$ cat config.mk
export PLATFORM = sky130hd
export DESIGN_NAME = ip_packet_rx
export DESIGN_NICKNAME = d
export VERILOG_FILES = /design/src/rtl/ip_packet_pkg.sv /design/src/rtl/ip_packet_rx.sv
export SDC_FILE = /design/constraint.sdc
export NUM_CORES = 1
export LEC_CHECK = 0
export CAP_MARGIN = 20
export CORE_ASPECT_RATIO = 2
export CORE_UTILIZATION = 40
export CTS_BUF_LIST = sky130_fd_sc_hd__clkbuf_16
export DETAILED_ROUTE_END_ITERATION = 16
export GPL_ROUTABILITY_DRIVEN = 0
export PLACE_DENSITY = 0.83
export SLEW_MARGIN = 20
export SYNTH_ARGS = -nofsm -noshare
export SYNTH_HDL_FRONTEND = slang
export SYNTH_SLANG_ARGS = --single-unit
$ cat constraint.sdc
create_clock -name aclk -period 4.6 [get_ports aclk]
set_input_delay 0.92 -clock aclk [delete_from_list [all_inputs] [get_ports aclk]]
set_output_delay 0.92 -clock aclk [all_outputs]
set_load 0.005 [all_outputs]
$ cat src/rtl/ip_packet_pkg.sv
// Shared definitions for the accelerator's Ethernet/IPv4 frame format.
// Used by both the receiver and the transmitter.
package ip_packet_pkg;

  localparam int MAC_ADDR_W = 48;
  localparam int IP_ADDR_W  = 32;
  localparam int BYTE_W     = 8;
  localparam int MSG_W      = 10;
  localparam int CNT_W      = 6;

  localparam int ETH_HDR_BYTES   = 14;
  localparam int IP_HDR_BYTES    = 20;
  localparam int USER_DATA_BYTES = 2;
  localparam int FRAME_BYTES     = ETH_HDR_BYTES + IP_HDR_BYTES + USER_DATA_BYTES;

  localparam logic [15:0] ETHERTYPE_IPV4 = 16'h0800;
  localparam logic [7:0]  IPV4_VER_IHL   = 8'h45;

  // Byte offsets within a frame, sized to the byte counter.
  localparam logic [CNT_W-1:0] DST_MAC_OFS   = CNT_W'(0);
  localparam logic [CNT_W-1:0] SRC_MAC_OFS   = CNT_W'(6);
  localparam logic [CNT_W-1:0] ETHERTYPE_OFS = CNT_W'(12);
  localparam logic [CNT_W-1:0] VER_IHL_OFS   = CNT_W'(ETH_HDR_BYTES);
  localparam logic [CNT_W-1:0] SRC_IP_OFS    = CNT_W'(26);
  localparam logic [CNT_W-1:0] DST_IP_OFS    = CNT_W'(30);
  localparam logic [CNT_W-1:0] PAYLOAD_OFS   = CNT_W'(ETH_HDR_BYTES + IP_HDR_BYTES);
  localparam logic [CNT_W-1:0] LAST_BYTE_IDX = CNT_W'(FRAME_BYTES - 1);

  typedef enum logic [2:0] {
    IDLE,
    RECV_ETH_HDR,
    RECV_IP_HDR,
    RECV_USER_DATA,
    HOLD_RESULT,
    DROP
  } rx_state_e;

  // Byte k (0 = most significant) of a big-endian MAC address.
  function automatic logic [BYTE_W-1:0] mac_byte(input logic [MAC_ADDR_W-1:0] mac,
                                                 input logic [2:0] k);
    logic [MAC_ADDR_W-1:0] sh;
    sh = mac << (BYTE_W * k);
    return sh[MAC_ADDR_W-1 -: BYTE_W];
  endfunction

  // Byte k (0 = most significant) of a big-endian IPv4 address.
  function automatic logic [BYTE_W-1:0] ip_byte(input logic [IP_ADDR_W-1:0] ip,
                                                input logic [1:0] k);
    logic [IP_ADDR_W-1:0] sh;
    sh = ip << (BYTE_W * k);
    return sh[IP_ADDR_W-1 -: BYTE_W];
  endfunction

endpackage

$ cat src/rtl/ip_packet_rx.sv
// Receives a fixed 36-byte Ethernet/IPv4 frame addressed to the accelerator
// and presents its source addresses and 10-bit payload until consumed.
module ip_packet_rx
  import ip_packet_pkg::*;
(
  input  logic                  aclk,
  input  logic                  areset,
  input  logic [IP_ADDR_W-1:0]  accelerator_ip_address,
  input  logic [MAC_ADDR_W-1:0] accelerator_mac_address,
  input  logic [BYTE_W-1:0]     mac_data_in,
  input  logic                  mac_data_valid,
  input  logic                  mac_data_first,
  input  logic                  mac_data_last,
  output logic                  mac_data_ready,
  output logic [IP_ADDR_W-1:0]  sender_ip_address,
  output logic [MAC_ADDR_W-1:0] sender_mac_address,
  output logic [MSG_W-1:0]      sender_message,
  output logic                  message_valid,
  input  logic                  message_ready,
  output logic                  rx_error
);

  rx_state_e r_state, w_next_state;
  logic [CNT_W-1:0]      r_cnt, w_next_cnt;
  logic [CNT_W-1:0]      w_idx, w_idx_inc, w_ip_off;
  logic                  w_xfer, w_process, w_err;
  logic                  w_chk, w_mismatch;
  logic [BYTE_W-1:0]     w_exp;
  logic                  r_rx_error;
  logic [MAC_ADDR_W-1:0] r_src_mac;
  logic [IP_ADDR_W-1:0]  r_src_ip;
  logic [MSG_W-1:0]      r_msg;

  assign mac_data_ready = (r_state != HOLD_RESULT);
  assign w_xfer         = mac_data_valid & mac_data_ready;

  // A first-flagged byte always restarts the frame at index 0.
  assign w_idx     = (r_state == IDLE || mac_data_first) ? DST_MAC_OFS : r_cnt;
  assign w_idx_inc = w_idx + CNT_W'(1);
  assign w_ip_off  = w_idx - DST_IP_OFS;

  // Expected value for the bytes that decide whether the frame is ours.
  always_comb begin
    // NOTE: every combinational output gets a default first so no path infers a latch.
    w_chk = 1'b0;
    w_exp = '0;
    if (w_idx < SRC_MAC_OFS) begin
      w_chk = 1'b1;
      w_exp = mac_byte(accelerator_mac_address, w_idx[2:0]);
    end else if (w_idx == ETHERTYPE_OFS) begin
      w_chk = 1'b1;
      w_exp = ETHERTYPE_IPV4[15:8];
    end else if (w_idx == ETHERTYPE_OFS + CNT_W'(1)) begin
      w_chk = 1'b1;
      w_exp = ETHERTYPE_IPV4[7:0];
    end else if (w_idx == VER_IHL_OFS) begin
      w_chk = 1'b1;
      w_exp = IPV4_VER_IHL;
    end else if (w_idx >= DST_IP_OFS && w_idx < PAYLOAD_OFS) begin
      w_chk = 1'b1;
      w_exp = ip_byte(accelerator_ip_address, w_ip_off[1:0]);
    end
  end

  assign w_mismatch = w_chk && (mac_data_in != w_exp);

  always_comb begin
    w_next_state = r_state;
    w_next_cnt   = r_cnt;
    w_process    = 1'b0;
    w_err        = 1'b0;

    case (r_state)
      IDLE: w_process = w_xfer & mac_data_first;
      RECV_ETH_HDR, RECV_IP_HDR, RECV_USER_DATA: begin
        w_process = w_xfer;
        w_err     = w_xfer & mac_data_first;
      end
      DROP: begin
        if (w_xfer && mac_data_last) begin
          w_next_state = IDLE;
          w_next_cnt   = '0;
        end
      end
      HOLD_RESULT: begin
        if (message_ready) begin
          w_next_state = IDLE;
          w_next_cnt   = '0;
        end
      end
      default: begin
        w_next_state = IDLE;
        w_next_cnt   = '0;
      end
    endcase

    if (w_process) begin
      if (mac_data_last && w_idx != LAST_BYTE_IDX) begin
        w_next_state = IDLE;
        w_next_cnt   = '0;
        w_err        = 1'b1;
      end else if (w_idx == LAST_BYTE_IDX) begin
        w_next_cnt = w_idx;
        if (mac_data_last) begin
          w_next_state = HOLD_RESULT;
        end else begin
          w_next_state = DROP;
          w_err        = 1'b1;
        end
      end else if (w_mismatch) begin
        w_next_state = DROP;
        w_next_cnt   = '0;
      end else begin
        w_next_cnt = w_idx_inc;
        if (w_idx_inc < VER_IHL_OFS) begin
          w_next_state = RECV_ETH_HDR;
        end else if (w_idx_inc < PAYLOAD_OFS) begin
          w_next_state = RECV_IP_HDR;
        end else begin
          w_next_state = RECV_USER_DATA;
        end
      end
    end
  end

  always_ff @(posedge aclk or posedge areset) begin
    if (areset) begin
      r_state    <= IDLE;
      r_cnt      <= '0;
      r_rx_error <= 1'b0;
      r_src_mac  <= '0;
      r_src_ip   <= '0;
      r_msg      <= '0;
    end else begin
      // NOTE: state registers use non-blocking assignment so all update from pre-edge values.
      r_state    <= w_next_state;
      r_cnt      <= w_next_cnt;
      r_rx_error <= w_err;
      // Source fields shift in byte by byte; a full frame rewrites every byte.
      if (w_process) begin
        if (w_idx >= SRC_MAC_OFS && w_idx < ETHERTYPE_OFS) begin
          r_src_mac <= {r_src_mac[MAC_ADDR_W-BYTE_W-1:0], mac_data_in};
        end
        if (w_idx >= SRC_IP_OFS && w_idx < DST_IP_OFS) begin
          r_src_ip <= {r_src_ip[IP_ADDR_W-BYTE_W-1:0], mac_data_in};
        end
        if (w_idx == PAYLOAD_OFS) begin
          r_msg[MSG_W-1:BYTE_W] <= mac_data_in[MSG_W-BYTE_W-1:0];
        end
        if (w_idx == LAST_BYTE_IDX) begin
          r_msg[BYTE_W-1:0] <= mac_data_in;
        end
      end
    end
  end

  assign message_valid      = (r_state == HOLD_RESULT);
  assign rx_error           = r_rx_error;
  assign sender_mac_address = r_src_mac;
  assign sender_ip_address  = r_src_ip;
  assign sender_message     = r_msg;

endmodule
==> results.md <==
- Status: finished clean
- # setup viols final: 0
- Hold WS: 0.4781 ns
- Clock Latency Late Sink: roughly 0.34 ns
- Gates resized, CTS repair: 0
- # hold bufs at CTS: 0
- Startpoint types: input pin
- Rows: 59
- Vias post-DR: 4483
- Die area: 0.01375 mm2
- Detail Route Antenna Nets: 0
- Crit. End Element: flip-flop
- Vias in the first global route: 4569
- Final worst-path cycle share: 78.62%
- Largest net degree at the start of global routing: 50
- PnR worst setup slack: just under 1 ns
- Area after DPL: 0.007264 mm2
- Max incr delay on CP: 0.57 ns
- Area of the multi-input gates: 0.002599 mm2
- Post-route cell area: 0.007522 mm2
- Slew @ Worst Pin: 0.7276 ns
- Core ar.: between 0.01 and 0.015 mm2
- Clk slew on worst S/H paths: 0.07 ns
- First DRT Iteration DRCs: 213
- Crit-path cells: clkdlybuf4s50_1 -> nand2b_1 -> o32a_1 -> o221ai_1 -> o211ai_1 -> mux2_4 -> nor4_4 -> a31oi_4 -> a221o_1
- Sequential fraction of the synthesis area: 47.20%
- Syn_nets: 560
- Hold Violations, Final: 0
- Relative slew margins: 51.50%
- Initial antenna violation count: 0
- # fillers: 1097
- F_max: ~280 MHz
- VDD IR max: 246.1 uV
- Vias per inst: 5.632
- Inserted Diodes: 0
- Count of cell types in the netlist: 64
- Synthesized area per cell: 11.45 um2
- Fin. max-slew vios: 0
- DP HPWL: between 10000 and 15000 um
- GRT Util Overall: 21.60%
- Path type of the worst min-delay path: reg -> reg
- Gr ovfl total: 0
- Initial DRT Pass Iterations: 5
- Sequential Area: approximately 0.0025 mm2
- CP Data Arrival Time: 3.84 ns
- NumNets Final: 737
- Root buf cell: clkbuf_16
- First-pass GRT wire length: 23050 um
- Ys flop type: dfrtp_1
- Postcts setup bufs: 0
- DIE WIDTH: 83.41 um
- #FFs+latches synth: 100
- Setup Total Neg Slack: 0 ns
- EDFF count, synth: 0
- Async SR Flop Fraction: between 90% and 100%
- RSZ-0062 raised after global routing: false
- Drt wl/cell: 18.87 um
- WS Path Type: in -> reg
- TritonCTS Sinks: 100
- Area Overhead vs Synth: 41.89%
- CTS tree: done
- YS warnings: 0
- Post-Syn Area: 0.005301 mm2
- Worst EP required: 4.82 ns
- PortBufs: between 150 and 200
- H-tree lvl count: 3
- Power Density: 257.9 mW/mm2
- Initial Util: 40.80%
- Slowest CP cell: clkdlybuf4s50_1
- P_leak: 0.003260 uW
- Post-Syn Instances: 463
- Post-Route WL: 15020 um
- Total CTS buffers: 9
- Chip Height: 164.8 um
- # IOs: between 150 and 200
- Layout Skew: 0.009055 ns
- Layout cells sized above 1: 18.94%
- Crit path max fanout: 13
- Max_cap viols: 0
- Final min period: between 3 and 4 ns
- DRC: 0
- Clk buf depth: 2
- Setup WS pre-CTS: 0.6791 ns
## final cells by class
cell class	count	share of cell area (%)
multi-input cells	324	34.55
flip-flops and latches	100	33.27
clock inverters	6	0.4325
inverters	9	0.4824
well taps	152	2.528
repair buffers	196	25.75
clock buffers	9	2.994
## per-stage QoR
step                      utilization [%]  cells  total power [uW]
after detailed placement            55.91    781              1284
after global placement              55.91    781              1274
after global routing                57.90    796              2021
final                               57.90    796              1940
after CTS                           57.90    796              1950
after floorplan                         -    463              1148
## layout by cell type, fill, tap and decap left out, types with 3 or more instances in the layout
cell type        netlist  layout
clkdlybuf4s50_1        0     186
a31oi_1                3       3
a22oi_1                3       3
o32a_1                 5       5
o31ai_1                6       6
ha_1                   3       3
inv_1                  8       8
nand2b_1               3       3
o22ai_1                3       3
nor4_1                 3       3
nor3_1                11      11
o221ai_1               4       4
or3_1                  3       3
mux2_2                86      86
dfrtp_1              100     100
a21boi_0               4       4
o21ai_0               15      15
a21oi_1               13      13
a21o_1                 3       3
and3_1                 5       5
o211ai_1               3       3
mux2i_1               15      15
nor2_1                14      14
nand2_1               44      44
nand4_1                7       7
nor2b_1                3       3
xor2_1                 8       8
nand3_1               12      12
buf_4                  4      10
a221o_1                8       8
clkbuf_16              0       9
## sequential cells by signal, indices dropped and copies added, names as in the netlist
register	cells
sender_ip_address	32
sender_message	10
r_cnt	6
sender_mac_address	48
rx_error	1
r_state	3
## worst max-delay path, delay by kind of cell
| kind | cells | cell delay [ns] |
|---|---|---|
| AOI/OAI and AO/OA | 5 | 1.31 |
| muxes | 1 | 0.33 |
| and+or+nand+nor | 2 | 0.70 |
| buffers and inverters | 1 | 0.57 |
## final timing paths
kind / start / to / slack (ns) / cells past startpoint
max reg2reg: r_cnt[2] / r_state[0] / 1.32 / 8
min reg2reg: sender_message[6] / sender_message[6] / 0.48 / 2
max in group asynchronous: areset / sender_mac_address[30] / 2.75 / 3
min: sender_message[6] / sender_message[6] / 0.48 / 2
max: mac_data_first / r_state[0] / 0.98 / 9
min in group asynchronous: areset / sender_ip_address[27] / 0.98 / 2
## kinds of logic (layout without fill, tap and decap cells)
kind of cell	after synthesis	in the layout	synth area share, %
XOR/XNOR	10	10	1.652
buffers and inverters	39	220	3.776
flip-flops	100	100	47.20
multiplexers	104	104	22.02
adder cells (fa/ha/maj)	3	3	0.7081
AND/OR/NAND/NOR	115	115	11.38
AO/OA/AOI/OAI	92	92	13.26
## power by group
part	leakage, uW	internal (uW)	switching, uW
Clock	0.000128	359	310
Combinational	0.00174	167	195
Sequential	0.00139	890	19.6
Total	0.00326	1420	524
## cell usage after synthesis, types with 2 or more instances
master	instances	area share, %
clkbuf_1	4	0.28
buf_2	13	1.2
xor2_1	8	1.3
o32a_1	5	0.94
a21o_1	3	0.42
nor2_1	14	0.99
a31oi_1	3	0.35
o211ai_1	3	0.42
and3_1	5	0.59
a21oi_1	13	1.2
or3_1	3	0.35
mux2i_1	15	2.8
o21ai_0	15	1.4
o22ai_1	3	0.35
ha_1	3	0.71
inv_1	8	0.57
mux2_2	86	18
buf_4	4	0.57
nor4_1	3	0.35
a211oi_1	2	0.28
o2111ai_1	2	0.33
buf_1	6	0.42
xnor2_1	2	0.33
nand2_1	44	3.1
nor2b_1	3	0.35
o221ai_1	4	0.66
buf_6	3	0.64
nor3_1	11	1.0
a22oi_1	3	0.42
nand2b_1	3	0.35
nand3_1	12	1.1
dfrtp_1	100	47
a221o_1	8	1.5
nor3_2	2	0.38
nand4_1	7	0.83
a21boi_1	2	0.28
a2111oi_0	2	0.33
a221oi_1	2	0.33
o31ai_1	6	0.85
a21boi_0	4	0.57
## metal layers
| metal | track usage (%) | up-vias | part of all wire, % |
|---|---|---|---|
| li1 | - | 2081 | - |
| met1 | 22.27 | 2172 | 34 |
| met2 | 40.72 | 188 | 57 |
| met3 | 2.499 | 42 | 4.2 |
| met4 | 14.18 | 0 | 4.7 |
| met5 | 0 | - | 0 |
No activity file was read; power rests on OpenSTA's default activity.
==> variant 1 (same settings) <==
The 6 states of `rx_state_e` get a one-hot encoding in 6 bits.
--- a/src/rtl/ip_packet_pkg.sv
+++ b/src/rtl/ip_packet_pkg.sv
@@ -28,9 +28,9 @@
 
-  typedef enum logic [2:0] {
-    IDLE,
-    RECV_ETH_HDR,
-    RECV_IP_HDR,
-    RECV_USER_DATA,
-    HOLD_RESULT,
-    DROP
+  typedef enum logic [5:0] {
+    IDLE           = 6'b000001,
+    RECV_ETH_HDR   = 6'b000010,
+    RECV_IP_HDR    = 6'b000100,
+    RECV_USER_DATA = 6'b001000,
+    HOLD_RESULT    = 6'b010000,
+    DROP           = 6'b100000
   } rx_state_e;
Behaviour: same outputs for any inputs over 10 cycles, from zero or initial values and one cycle with areset high; not proved beyond that.
==> variant 1 against the original RTL <==
- the run now ends with DRC left
- largest cell class unchanged
- routed wire length up 9.1%
- sequential cell count rose by 3
- largest power group unchanged
- design area up 3.6%
- register-to-register slack lost 0.59 ns
- global-route usage grew 1.6 points
- combinational power fell by 39%
- clock skew hardly changed
- power shrank 0.15%
- area after synthesis up 3.5%
- setup slack worse by 0.54 ns
- highest routed layer unchanged
==> variant 1: results (changes against the original RTL) <==
cell depth of the worst flop-to-flop path 11 (+3); synthesized-area fraction occupied by ao, oa, aoi and oai cells 0.121 (-0.0111); Routed Wire Length 16400 microns (+9.1%); hold_sp sender_mac_address[41]; result of the run complete, but fails checks; final net count 731 (-0.81%); Distinct cells, synth 67 (+4.7%); cell internal pwr 1.45 mW (+2.7%); largest cells by area after synthesis dfrtp_1 (47%), mux2_2 (19%), mux2i_1 (5.1%); 1st-pass router iterations 11 (+6); failing checks DRC; Layout fillers 1105 (+0.73%); nets in the synthesized netlist 555 (-0.89%); ranking of synthesized cells by instance count dfrtp_1 (102), mux2_2 (91), mux2i_1 (28); Worst slew margin 0.320 (-0.195); number of global-route vias before repair 4769 (+4.4%); part of the total power dissipated in combinational logic 0.114 (-0.073); HPWL Detailed 12600 microns (+6.6%); drt wl/cell 20.6 microns (+9.4%); first-pass GRT wire length 25300 microns (+9.7%); Total Power Consumption 1.94 mW (-0.15%); setup skew after layout 0.00891 ns (-0.000147 ns); Post-Synth Adder-Cell Area 0.00889 (+0.00181); global-route track usage on met3 0.0345 (+0.00951); mux contribution to synthesized area 0.269 (+0.0483); global-route usage over all layers 0.232 (+0.0157); routed length on met2 9260 microns (+8.0%); origin of the critical flop-to-flop path r_state[1]; number of instances on the worst hold path 1 (-1); Leak Pwr 3.38 nW (+3.7%); Worst IR Drop VDD 173 uV (-30%); end of the critical path r_state[2]; post-synthesis share of cell area spent on xor and xnor gates 0.0112 (-0.00535); placed cell areas 7450 sq um (+2.6%); fraction of the yosys area taken by sequential cells 0.470 (-0.00223); setup slack of the worst register-to-register path 0.73 ns (-0.59 ns); Place WS 0.243 ns (-0.436 ns); met2 Use GR 0.437 (+0.0297); via count 4653 (+3.8%); final worst hold slack 0.509 ns (+0.0308 ns); number of remaining DRC errors 13 (+13); asr flop ratio synth 1.00 (unchanged); worst hold endpoint sender_mac_address[41]; Mapped Avg Cell Area 12.0 sq um (+4.7%); met1 Track Usage GR 0.235 (+0.0124); fraction of power consumed by sequential logic 0.472 (+0.003); highest fanout seen on the critical path 12 (-1); met3 layer wire length in the routed design 751 microns (+18%); cell area after layout 7790 sq um (+3.6%)
==> variant 1: cell type report <==
class,instances,area share
well taps,155,0.0249
clock inverters,7,0.0114
flip-flops and latches,103,0.331
repair buffers,194,0.249
inverters,11,0.00562
clock buffers,9,0.0289
multi-input cells,315,0.349
==> variant 1: worst max-delay path, stage by stage <==
cell,delay (ns)
clkdlybuf4s50_1,0.64
inv_1,0.19
o21ai_2,0.16
nor2_1,0.22
inv_1,0.07
ha_1,0.20
o21ai_0,0.28
o21ai_0,0.17
a22oi_1,0.26
mux2i_1,0.32
nand4_1,0.15
o31a_1,0.46
o41ai_4,0.35
==> variant 1: logic make-up (layout without fill, tap and decap cells) <==
logic type / Yosys count / count (layout)
AOI/OAI and AO/OA: 90 / 90
xor gates and xnor gates: 7 / 7
adders and majority gates: 4 / 4
buffers and inverters: 40 / 221
DFF: 103 / 103
muxes: 127 / 127
and+or+nand+nor: 87 / 87
==> variant 2 (same settings) <==
Made on the original files. The package constant `IP_ADDR_W` goes from 32 to 16.
--- a/src/rtl/ip_packet_pkg.sv
+++ b/src/rtl/ip_packet_pkg.sv
@@ -5,3 +5,3 @@
   localparam int MAC_ADDR_W = 48;
-  localparam int IP_ADDR_W  = 32;
+  localparam int IP_ADDR_W  = 16;
   localparam int BYTE_W     = 8;
Interface: changed (resized accelerator_ip_address and sender_ip_address); port bits go from 187 to 155. No check against the original RTL was run, so the function may have changed too.
==> variant 2 against the original RTL <==
- sequential cell count decreased by 16
- area after synthesis fell by 9.4%
- clock power down 1%
- critical path depth grew 3
- synthesized cell count decreased by 7.8%
- routed wire length decreased by 4.1%
- power down 6.4%
- design area shrank 12%
- sequential power shrank 16%
- setup slack worse by 0.27 ns
==> variant 2: results (changes against the original RTL) <==
result of the run complete, no violations; DRT iter0 DRCs 235 (+10%); clock buffers created by TritonCTS 9 (unchanged); share of cells above drive strength 1 0.213 (+0.0231); number of warnings reported in the yosys synthesis log 0 (unchanged); asr flop ratio synth 1.00 (unchanged); Leak Pwr 2.84 nW (-13%); maximum buffer depth of the clock tree 2 (unchanged); Worst IR Drop VDD 194 uV (-21%); actual slew at the worst max-slew pin 1.15 ns (+0.422 ns); setup skew after layout 0.00560 ns (-0.00345 ns); post-cts repair resize count 0 (unchanged); HPWL Detailed 10900 microns (-8.1%); number of antenna violations at the first check in global routing 0 (unchanged); Post-CTS Setup Inserts 0 (unchanged); count of placed standard cells including taps 703 (-10%); Routed Wire Length 14400 microns (-4.1%); post-CTS clock slew at the launch and capture registers of the worst setup and hold paths around 0.060 ns; pin count of the biggest net entering global routing 51 (+2.0%); min-delay worst type flip-flop to flip-flop; nets in the synthesized netlist 508 (-9.3%); Max stage delay on crit path 0.49 ns (-0.08 ns); placed cell areas 6380 sq um (-12%); hold_sp sender_message[3]; number of global-route vias before repair 4290 (-6.1%); source of the critical timing path mac_data_first; clock sink total 84 (-16%); kind of cell with the highest combined delay on the critical path compound AO/OA/AOI/OAI gates; fraction of the yosys area taken by sequential cells 0.438 (-0.0343); global-route usage over all layers 0.239 (+0.0233); antenna fix cells 0 (unchanged); origin of the critical flop-to-flop path r_cnt[0]; highest fanout seen on the critical path 10 (-3); Place WS 0.411 ns (-0.268 ns); number of cells in the finished layout apart from fillers 719 (-9.7%); largest cells by area after synthesis dfrtp_1 (44%), mux2_2 (16%), mux2i_1 (3.8%); total of buffers placed on input and output ports 154 (-17%); clock tree root buffer cell clkbuf_16; post-synthesis instance total 427 (-7.8%); Worst EP arrival 4.12 ns (+0.28 ns); first-pass GRT wire length 22400 microns (-2.9%); final net count 650 (-12%); via count 4184 (-6.7%); Distinct cells, synth 71 (+11%); ranking of synthesized cells by instance count dfrtp_1 (84), mux2_2 (69), nand2_1 (41)
[variant 2: cell types whose count changed in the layout (fill, tap and decap cells not counted), moves of 4 or more]
cell	unedited run	this run
nor2_1	14	19
o21a_1	0	7
nand4_1	7	1
a2111oi_2	0	4
xor2_1	8	3
clkdlybuf4s50_1	186	154
a221o_1	8	1
mux2_2	86	69
nand3_1	12	5
dfrtp_1	100	83
o31ai_2	0	5
a21boi_0	4	0
[variant 2: power by group]
group	switching [mW]	internal, mW	leakage [nW]	total, mW
combinational	0.208	0.184	1.54	0.392
sequential	0.0178	0.748	1.17	0.766
clock	0.291	0.368	0.135	0.659
total	0.516	1.30	2.84	1.82
[variant 2: final timing paths]
check | end | slack, ns | cells after the start
worst max-delay path | r_cnt[0] | 0.72 | 12
worst min-delay path | sender_message[3] | 0.48 | 2
worst max register to register | r_cnt[0] | 0.92 | 10
worst min register to register | sender_message[3] | 0.48 | 2
max in group asynchronous | sender_mac_address[4] | 2.57 | 3
min in group asynchronous | sender_ip_address[11] | 1.06 | 2
[variant 2: per-layer routing]
layer / track usage / wire (microns)
met1: 0.254 / 5100
met2: 0.420 / 7610
met3: 0.0330 / 695
met4: 0.176 / 988
met5: 0 / 0
[variant 2: cell families (layout without fill, tap and decap cells)]
kind of cell    count (synthesis)  count (layout)  synth area share
compound gates                 97              97             0.174
xor+xnor                        8               8            0.0146
fa+ha+maj                       3               3           0.00782
buf+inv                        40             187            0.0503
flops                          84              84             0.438
mux                            87              87             0.199
simple gates                  108             108             0.117
[variant 2: final cells by class]
class / count / area [sq um]
flip-flops and latches: 84 / 2100
clock inverters: 7 / 50.0
inverters: 10 / 38.8
fillers: 910 / 5040
multi-input cells: 303 / 2460
well taps: 145 / 181
repair buffers: 161 / 1590
clock buffers: 9 / 225
